==> src/rtl/uart_cmd_pkg.sv <==
// Shared constants, FSM state types and frame helpers for the UART command link.
package uart_cmd_pkg;

  localparam logic [7:0] RX_SYNC   = 8'hA5;
  localparam logic [7:0] TX_SYNC   = 8'h5A;
  localparam int         FRAME_LEN = 5;

  typedef enum logic [2:0] {R_IDLE, R_OPC, R_ARGH, R_ARGL, R_CHK} rx_state_t;
  typedef enum logic [1:0] {T_IDLE, T_SEND, T_WAIT} tx_state_t;

  typedef struct packed {
    logic [7:0]  status;
    logic [15:0] data;
  } rsp_t;

  // Byte idx of the outgoing response frame; the last slot is the XOR check.
  function automatic logic [7:0] rsp_byte(input rsp_t r, input logic [2:0] idx);
    case (idx)
      3'd0:    rsp_byte = TX_SYNC;
      3'd1:    rsp_byte = r.status;
      3'd2:    rsp_byte = r.data[15:8];
      3'd3:    rsp_byte = r.data[7:0];
      default: rsp_byte = r.status ^ r.data[15:8] ^ r.data[7:0];
    endcase
  endfunction

endpackage

==> src/rtl/uart_cmd_link_if.sv <==
// Response/transmit handshake bundle between the link and its response framer.
interface uart_cmd_link_if;
  logic        tx_busy;
  logic [7:0]  tx_data;
  logic        tx_start;
  logic        rsp_valid;
  logic [7:0]  rsp_status;
  logic [15:0] rsp_data;
  logic        rsp_ready;

  modport master (input  tx_busy, rsp_valid, rsp_status, rsp_data,
                  output tx_data, tx_start, rsp_ready);
  modport slave  (output tx_busy, rsp_valid, rsp_status, rsp_data,
                  input  tx_data, tx_start, rsp_ready);
endinterface

==> src/rtl/uart_rsp_framer.sv <==
// Serialises one captured response into a 5-byte frame, pacing bytes on tx_busy.
module uart_rsp_framer
  import uart_cmd_pkg::*;
(
  input logic             input_clk,
  input logic             reset_n,
  uart_cmd_link_if.master bus
);

  tx_state_t  state;
  rsp_t       rsp_q;
  logic [2:0] idx;
  logic [1:0] wait_cnt;

  always_ff @(posedge input_clk or negedge reset_n) begin
    if (!reset_n) begin
      state         <= T_IDLE;
      rsp_q         <= '0;
      idx           <= '0;
      wait_cnt      <= '0;
      bus.tx_start  <= 1'b0;
      bus.tx_data   <= '0;
      bus.rsp_ready <= 1'b0;
    end else begin
      bus.tx_start <= 1'b0;
      case (state)
        T_IDLE: begin
          bus.rsp_ready <= 1'b1;
          if (bus.rsp_valid && bus.rsp_ready) begin
            rsp_q         <= '{status: bus.rsp_status, data: bus.rsp_data};
            idx           <= '0;
            bus.rsp_ready <= 1'b0;
            state         <= T_SEND;
          end
        end
        T_SEND: if (!bus.tx_busy) begin
          bus.tx_start <= 1'b1;
          bus.tx_data  <= rsp_byte(rsp_q, idx);
          wait_cnt     <= '0;
          state        <= T_WAIT;
        end
        // The transmitter raises busy a cycle or two late; skip those edges.
        T_WAIT: begin
          if (wait_cnt != 2'd2)
            wait_cnt <= wait_cnt + 2'd1;
          else if (!bus.tx_busy) begin
            if (idx == 3'(FRAME_LEN - 1)) begin
              state         <= T_IDLE;
              bus.rsp_ready <= 1'b1;
            end else begin
              idx   <= idx + 3'd1;
              state <= T_SEND;
            end
          end
        end
        default: state <= T_IDLE;
      endcase
    end
  end

endmodule

==> src/rtl/uart_cmd_link.sv <==
// UART command link: decodes 5-byte command frames and frames responses back out.
module uart_cmd_link
  import uart_cmd_pkg::*;
#(
  parameter int INPUT_CLK_KHZ = 100_000,
  parameter int TIMEOUT_US    = 1000
) (
  input  logic        input_clk,
  input  logic        reset_n,
  input  logic [7:0]  rx_data,
  input  logic        rx_valid,
  input  logic        tx_busy,
  output logic [7:0]  tx_data,
  output logic        tx_start,
  output logic        cmd_valid,
  output logic [7:0]  cmd_opcode,
  output logic [15:0] cmd_arg,
  output logic        frame_err,
  input  logic        rsp_valid,
  input  logic [7:0]  rsp_status,
  input  logic [15:0] rsp_data,
  output logic        rsp_ready
);

  localparam int TIMEOUT_CYCLES = INPUT_CLK_KHZ * TIMEOUT_US / 1000;
  localparam int CNT_W          = $clog2(TIMEOUT_CYCLES + 1);

  rx_state_t  state;
  logic [CNT_W-1:0] gap_cnt;
  logic [7:0] opc_q, argh_q, argl_q;

  always_ff @(posedge input_clk or negedge reset_n) begin
    if (!reset_n) begin
      state      <= R_IDLE;
      gap_cnt    <= '0;
      opc_q      <= '0;
      argh_q     <= '0;
      argl_q     <= '0;
      cmd_valid  <= 1'b0;
      frame_err  <= 1'b0;
      cmd_opcode <= '0;
      cmd_arg    <= '0;
    end else begin
      cmd_valid <= 1'b0;
      frame_err <= 1'b0;
      // A byte arriving on the expiry cycle wins over the timeout.
      if (rx_valid) begin
        gap_cnt <= '0;
        case (state)
          R_IDLE: if (rx_data == RX_SYNC) state <= R_OPC;
          R_OPC:  begin opc_q  <= rx_data; state <= R_ARGH; end
          R_ARGH: begin argh_q <= rx_data; state <= R_ARGL; end
          R_ARGL: begin argl_q <= rx_data; state <= R_CHK;  end
          R_CHK: begin
            if (rx_data == (opc_q ^ argh_q ^ argl_q)) begin
              cmd_valid  <= 1'b1;
              cmd_opcode <= opc_q;
              cmd_arg    <= {argh_q, argl_q};
            end else
              frame_err <= 1'b1;
            state <= R_IDLE;
          end
          default: state <= R_IDLE;
        endcase
      end else if (state != R_IDLE) begin
        if (gap_cnt == CNT_W'(TIMEOUT_CYCLES - 1)) begin
          frame_err <= 1'b1;
          gap_cnt   <= '0;
          state     <= R_IDLE;
        end else
          gap_cnt <= gap_cnt + 1'b1;
      end
    end
  end

  uart_cmd_link_if link ();

  assign link.tx_busy    = tx_busy;
  assign link.rsp_valid  = rsp_valid;
  assign link.rsp_status = rsp_status;
  assign link.rsp_data   = rsp_data;
  assign tx_data         = link.tx_data;
  assign tx_start        = link.tx_start;
  assign rsp_ready       = link.rsp_ready;

  uart_rsp_framer u_framer (
    .input_clk (input_clk),
    .reset_n   (reset_n),
    .bus       (link.master)
  );

endmodule
==> config.mk <==
export PLATFORM = sky130hd
export DESIGN_NAME = uart_cmd_link
export DESIGN_NICKNAME = d
export VERILOG_FILES = /design/src/rtl/uart_cmd_pkg.sv /design/src/rtl/uart_cmd_link_if.sv /design/src/rtl/uart_rsp_framer.sv /design/src/rtl/uart_cmd_link.sv
export SDC_FILE = /design/constraint.sdc
export NUM_CORES = 1
export LEC_CHECK = 0
export BUFFER_PORTS_ARGS = -buffer_cell sky130_fd_sc_hd__buf_2
export CELL_PAD_IN_SITES_DETAIL_PLACEMENT = 1
export CELL_PAD_IN_SITES_GLOBAL_PLACEMENT = 1
export CORE_MARGIN = 3
export CORE_UTILIZATION = 44
export CTS_BUF_LIST = sky130_fd_sc_hd__clkbuf_4 sky130_fd_sc_hd__clkbuf_8
export CTS_CLUSTER_DIAMETER = 200
export DETAILED_ROUTE_END_ITERATION = 16
export PLACE_DENSITY = 0.82
export SYNTH_ARGS = -nofsm -noshare
export SYNTH_HDL_FRONTEND = slang
export SYNTH_HIERARCHICAL = 1
export SYNTH_SLANG_ARGS = --single-unit
==> constraint.sdc <==
create_clock -name input_clk -period 1.96 [get_ports input_clk]
set_input_delay 0.196 -clock input_clk [delete_from_list [all_inputs] [get_ports input_clk]]
set_output_delay 0.196 -clock input_clk [all_outputs]
set_load 0.005 [all_outputs]
Word level (Yosys, flattened, before mapping):

Index checks and enable logic that the tools add are counted.

* add/sub/neg operators: 3
* eq/ne operators: 22
* multiplexer cells: 38
* bitwise logic cells: 5
* reductions and logical operators: 20

Operators with widths (number)
* 17-bit two-way mux: 3
* 8-bit one-hot mux with 4 select lines: 1
* 8-bit bitwise XOR: 4
* 3-bit two-way mux: 8
* 17-bit by 1-bit adder with 17-bit output (second input constant): 1
* 17-bit == test (second input constant): 1
* 1-bit two-way mux: 15
* 3-bit by 2-bit == test with 1-bit output (second input constant): 4
* 2-bit two-way mux: 6
* 3-bit one-hot mux with 4 select lines: 1
* 2-bit inequality test (second input constant): 5
* 2-bit AND reduction: 5
* 3-bit AND reduction: 3
* 8-bit == test: 1
* 8-bit == test (second input constant): 1
* 4-bit AND reduction: 2
* 2-bit nonzero test: 4
* 3-bit by 1-bit == test with 1-bit output (second input constant): 2
* 3-bit == test (second input constant): 2
* 3-bit zero test: 2
* 2-bit by 1-bit inequality test with 1-bit output (second input constant): 3
* 2-bit one-hot mux with 3 select lines: 1
* 3-bit one-hot mux with 2 select lines: 1
* 5-bit AND reduction: 1
* 11 further kinds: 11

* register bits after elaboration: 111
* input bits: 37
* output and inout bits: 36
* logic and storage cells: 105

Longest topological paths before layout:

* word-level depth: 6
* depth in mapped cells: 7
* depth with buffers taken out: 6

Modules after synthesis:

Netlist, hierarchy kept.

By module, submodules not included
* uart_cmd_link: instances 1, cells an instance 252, area each 3173.0 um2, seq. area each 1751.7 um2
* uart_rsp_framer: instances 1, cells an instance 169, area each 2188.3 um2, seq. area each 1026.0 um2

Worst setup path before layout:

OpenSTA, ideal clock, no wires.

* path type: input-to-reg
* start: input port state[2]
* end: register cmd_arg[0]
* library setup time: 0.128 ns
* arrival: 1.866 ns
* data required time: 1.832 ns
* slack: -0.034 ns
* cell stages on the path: 7
* path buffers: 2
* cells stage by stage: dfrtp_1 -> clkbuf_1 -> inv_1 -> or4_1 -> nand3b_2 -> buf_2 -> mux2_1

* cells in the longest elaborated chain, start to end: 2

Ends and longest elaborated chain
* start, declared: line uart_cmd_link.sv:28 `rx_state_t state;`
* 3-bit == test: line uart_cmd_link.sv:49 `case (state)`
* 3-bit AND reduction (no source line)
* end signal, assigned: line uart_cmd_link.sv:58 `cmd_arg <= {argh_q, argl_q};`
* end, declared: line uart_cmd_link.sv:17 `output logic [15:0] cmd_arg,`

Every way passes these cells.
A chain may end at the register's enable or synchronous reset.

Worst setup path in the final report:

* start: input port gap_cnt[0]
* end: register gap_cnt[16]

* cells in the longest elaborated chain, start to end: 4
* elaborated cells on any way between the ends: 5
* those cells by class: add/sub (1); eq/ne (1); mux (3)

Ends and longest elaborated chain
* start, declared: line uart_cmd_link.sv:29 `logic [CNT_W-1:0] gap_cnt;`
* 17-bit by 1-bit adder with 17-bit output or 17-bit == test (tied branches): line uart_cmd_link.sv:71, uart_cmd_link.sv:66
* 17-bit two-way mux *: line uart_cmd_link.sv:66 `if (gap_cnt == CNT_W'(TIMEOUT_CYCLES - 1)) begin`
* 17-bit two-way mux *: line uart_cmd_link.sv:65 `end else if (state != R_IDLE) begin`
* 17-bit two-way mux *: line uart_cmd_link.sv:47 `if (rx_valid) begin`

Every way passes the cells marked *; elsewhere a longest branch is shown, timed or not. The select of a mux whose other input is x is not followed.

==> metrics.md <==
| Metric | Value |
|---|---|
| Outcome | completed |
| Leakage | 3.04 nW |
| Synth Warn # | 6 |
| Synth Area in XOR/XNOR | 8.75% |
| Worst path cell trace | ha_1, and3_4, and3_1, a31o_2, buf_4, o21ai_0, a21o_1 |
| DR iter-0 viols | 176 |
| Worst Path Buf+Inv | 1 |
| GRT Total Usage | 20.4% |
| Max frequency | 513 MHz |
| DRT antenna net count | 0 |
| Site row count | 39 |
| CTS root buf | clkbuf_8 |
| Num CTS Buffers | 9 |
| Fin worst setup slack | 10.8 ps |
| Antenna diodes | 0 |
| Yosys cell types | 56 |
| Area leader, netlist | dfrtp_1 |
| Vias | 3756 |
| Vias per cell | 5.66 |
| Total power | 8.50 mW |
| Sequential share of power | 43.8% |
| Slowest cell on crit path | dfrtp_1 |
| Gr ovfl total | 0 |
| Tmin final | 1950 ps |
| Gr busiest metal | met2 |
| Endpoints failing setup | 0 |
| Largest family of logic cells by synthesized area | multiplexers |
| Area grow syn2layout | 18.8% |
| Power density over the cells | 1330 mW/mm^2 |
| Top cell type's share of synthesized area | 51.8% |
| Worst Skew | 15.3 ps |
| Flops & latches, synth | 111 |
| First-pass iteration count of the detailed router | 4 |
| Syn_nets | 465 |
| CP max stage delay | 410 ps |
| Final period util | 99.5% |
| GRT met1 Usage | 25.7% |
| Clk Latency, worst-skew pair | 390 ps |
| Synth Area in Compound Gates | 8.80% |
| Slew Limit Fails | 0 |
| Reg2reg setup slack | 10 ps |
| Worst vdd ir | 0.746 mV |
| Vias in the first global route | 4054 |
| Worst r2r src | gap_cnt[0] |
| Critical path endpoint category | register |
| # IOs | 73 |
| Setup WS pre-CTS | -23.1 ps |
| Internal power | 5.60 mW |
| WL final | 13.1 mm |
| Nets@finish | 560 |
| Data arrival, critical path | 2270 ps |
| Mapped cell area | 0.00536 mm^2 |
| Worst-Margin Slew | 615 ps |
| Placer Congestion | 0.801 |
| Mean Syn Cell Area | 12.7 um^2 |
| # port buffers | 72 |
| Initial Util | 46.0% |
| Clock transition at path regs | 110 ps |
| Crit start category | register |
| Cells after synthesis | 421 |
| Max-cap violations | 0 |
| First-pass GRT wire length | 21.4 mm |
| Setup TNS | 0 ps |
| CTS sink cnt | 111 |
| HP Class | in -> reg |
| RSZ-0062 raised after global routing | yes |
| Number of enable flip-flop cells after synthesis | 0 |
| Family with the most delay on the worst path | compound AO/OA/AOI/OAI gates |
| Fin util | 54.6% |
| Post-DP HPWL | 9.14 mm |
| Share of layout cells above drive strength 1 | 39.0% |
| Wirelength per Cell | 19.8 um |
| Final hold vios | 0 |
| WS Path Type | reg -> reg |
| Sw Pwr | 2.90 mW |
| Combinational Power Share | 39.3% |
| Total Die Area | 0.0135 mm^2 |
| Initial antenna violation count | 0 |
| Core footprint | 0.0117 mm^2 |
| Chip Width | 116 um |
| Simple-Gate Fraction of Synth Area | 9.92% |
| CTS H-tree depth | 3 |
| Mux contribution to synthesized area | 15.9% |
| Worst-path fanout max | 15 |
| CTS tree | built |
| # DRC | 0 |
| Net Sw Frac | 34.2% |
| Met2 usage | 36.1% |
| Post-Synth Adder-Cell Area | 1.63% |
| Clock power frac | 17.0% |
| Worst hold start | rsp_data[7] |
| Met3 Resource Use GR | 4.56% |
| Synth top area cells | dfrtp_1, mux2_2, mux2_1, xnor3_1, xnor2_1 |
| Maximum buffer depth of the clock tree | 2 |
| Critical Path Start | gap_cnt[0] |
| Share of flip-flops with an asynchronous set or reset | 100% |
| Largest net degree at the start of global routing | 53 |
| Slew margin rel. | 59.0% |
| Die Y | 116 um |
| Main synth FF type | dfrtp_1 |
| CP required | 2280 ps |
| Post-synthesis sequential area ratio | 51.8% |
-- final timing paths --
| kind | cells past startpoint | end |
|---|---|---|
| min reg2reg | 1 | cmd_arg[2] |
| max in group asynchronous | 3 | cmd_arg[12] |
| min in group asynchronous | 2 | u_framer/bus.tx_start |
| max reg2reg | 7 | gap_cnt[16] |
| max | 7 | gap_cnt[16] |
| min | 2 | u_framer/rsp_q[7] |
-- routing by layer --
layer	part of all wire, %	wire, um	vias to the layer above
li1	-	-	1706
met4	1.4	182	0
met5	0	0	-
met2	53	6900	72
met3	3.4	448	16
met1	43	5590	1962
-- repair_timing --
item / CTS / global route
setup endpoints to repair: 21 / 37
resized for setup: 6 / 11
buffers inserted: 3 / 0
pin swaps: 2 / 0
hold buffers: 1 / 0
hold endpoints to repair: 35 / 0
-- state kept, by name (all words and copies together), names as in the netlist, 2 cells and up --
| name | flops |
|---|---|
| cmd_arg | 16 |
| u_framer/bus.tx_data | 8 |
| u_framer/idx | 3 |
| u_framer/state | 2 |
| opc_q | 8 |
| state | 3 |
| argh_q | 8 |
| u_framer/rsp_q | 24 |
| u_framer/wait_cnt | 2 |
| cmd_opcode | 8 |
| gap_cnt | 17 |
| argl_q | 8 |
-- cell usage in the layout (no fill, tap or decap), types with 5 or more instances in the layout --
master	instances
ha_1	7
nor2_1	12
inv_1	11
dfrtp_1	110
nand3_1	11
clkbuf_8	10
nand2_1	18
xor2_1	12
a211oi_1	7
a21oi_1	10
buf_4	30
mux2_2	56
o21ai_0	10
xnor3_1	8
mux2_1	16
nand3b_1	9
nor2b_1	5
buf_2	71
xnor2_1	17
-- power groups by stage --
stage	combinational (mW)	sequential, mW	clock [mW]
6_report	3.34	3.72	1.44
2_1_floorplan	2.42	3.52	0
3_5_place_dp	3.18	3.74	0
4_1_cts	3.34	3.72	1.48
5_1_grt	3.62	3.84	1.58
3_3_place_gp	3.00	3.66	0
-- stage by stage --
step	hold slack, ps	instances	cell area [um^2]
3_5_place_dp	208	644	6050
3_3_place_gp	199	644	6050
2_1_floorplan	-99.6	421	5360
4_1_cts	13.9	664	6330
6_report	31.0	664	6370
5_1_grt	14.1	664	6370
-- cell usage after synthesis, types with 5 or more instances --
cell        n
dfrtp_1   111
o21ai_0    11
nor2_1     12
ha_1        7
clkbuf_1   12
nand2_1    18
mux2_1     19
xor2_1     13
nand3_1    11
inv_1      11
xnor2_1    20
a211oi_1    7
nand3b_1    9
xnor3_1     8
mux2_2     56
buf_6       5
nor2b_1     5
and3_1      5
a21oi_1    11
-- logic make-up after synthesis --
group                      Yosys count
and+or+nand+nor                     89
buffers and inverters               33
AOI/OAI and AO/OA                   64
xor gates and xnor gates            41
muxes                               76
DFF                                111
adders and majority gates            7
-- final cells by class --
cell class              count  area (um^2)
clock buffers              10          138
clock inverters             6         68.8
fillers                  1208         5290
inverters                  12         45.0
multi-input cells         277         2510
flip-flops and latches    111         2780
well taps                 143          179
repair buffers            105          651
(Power assumes the default switching activity.)
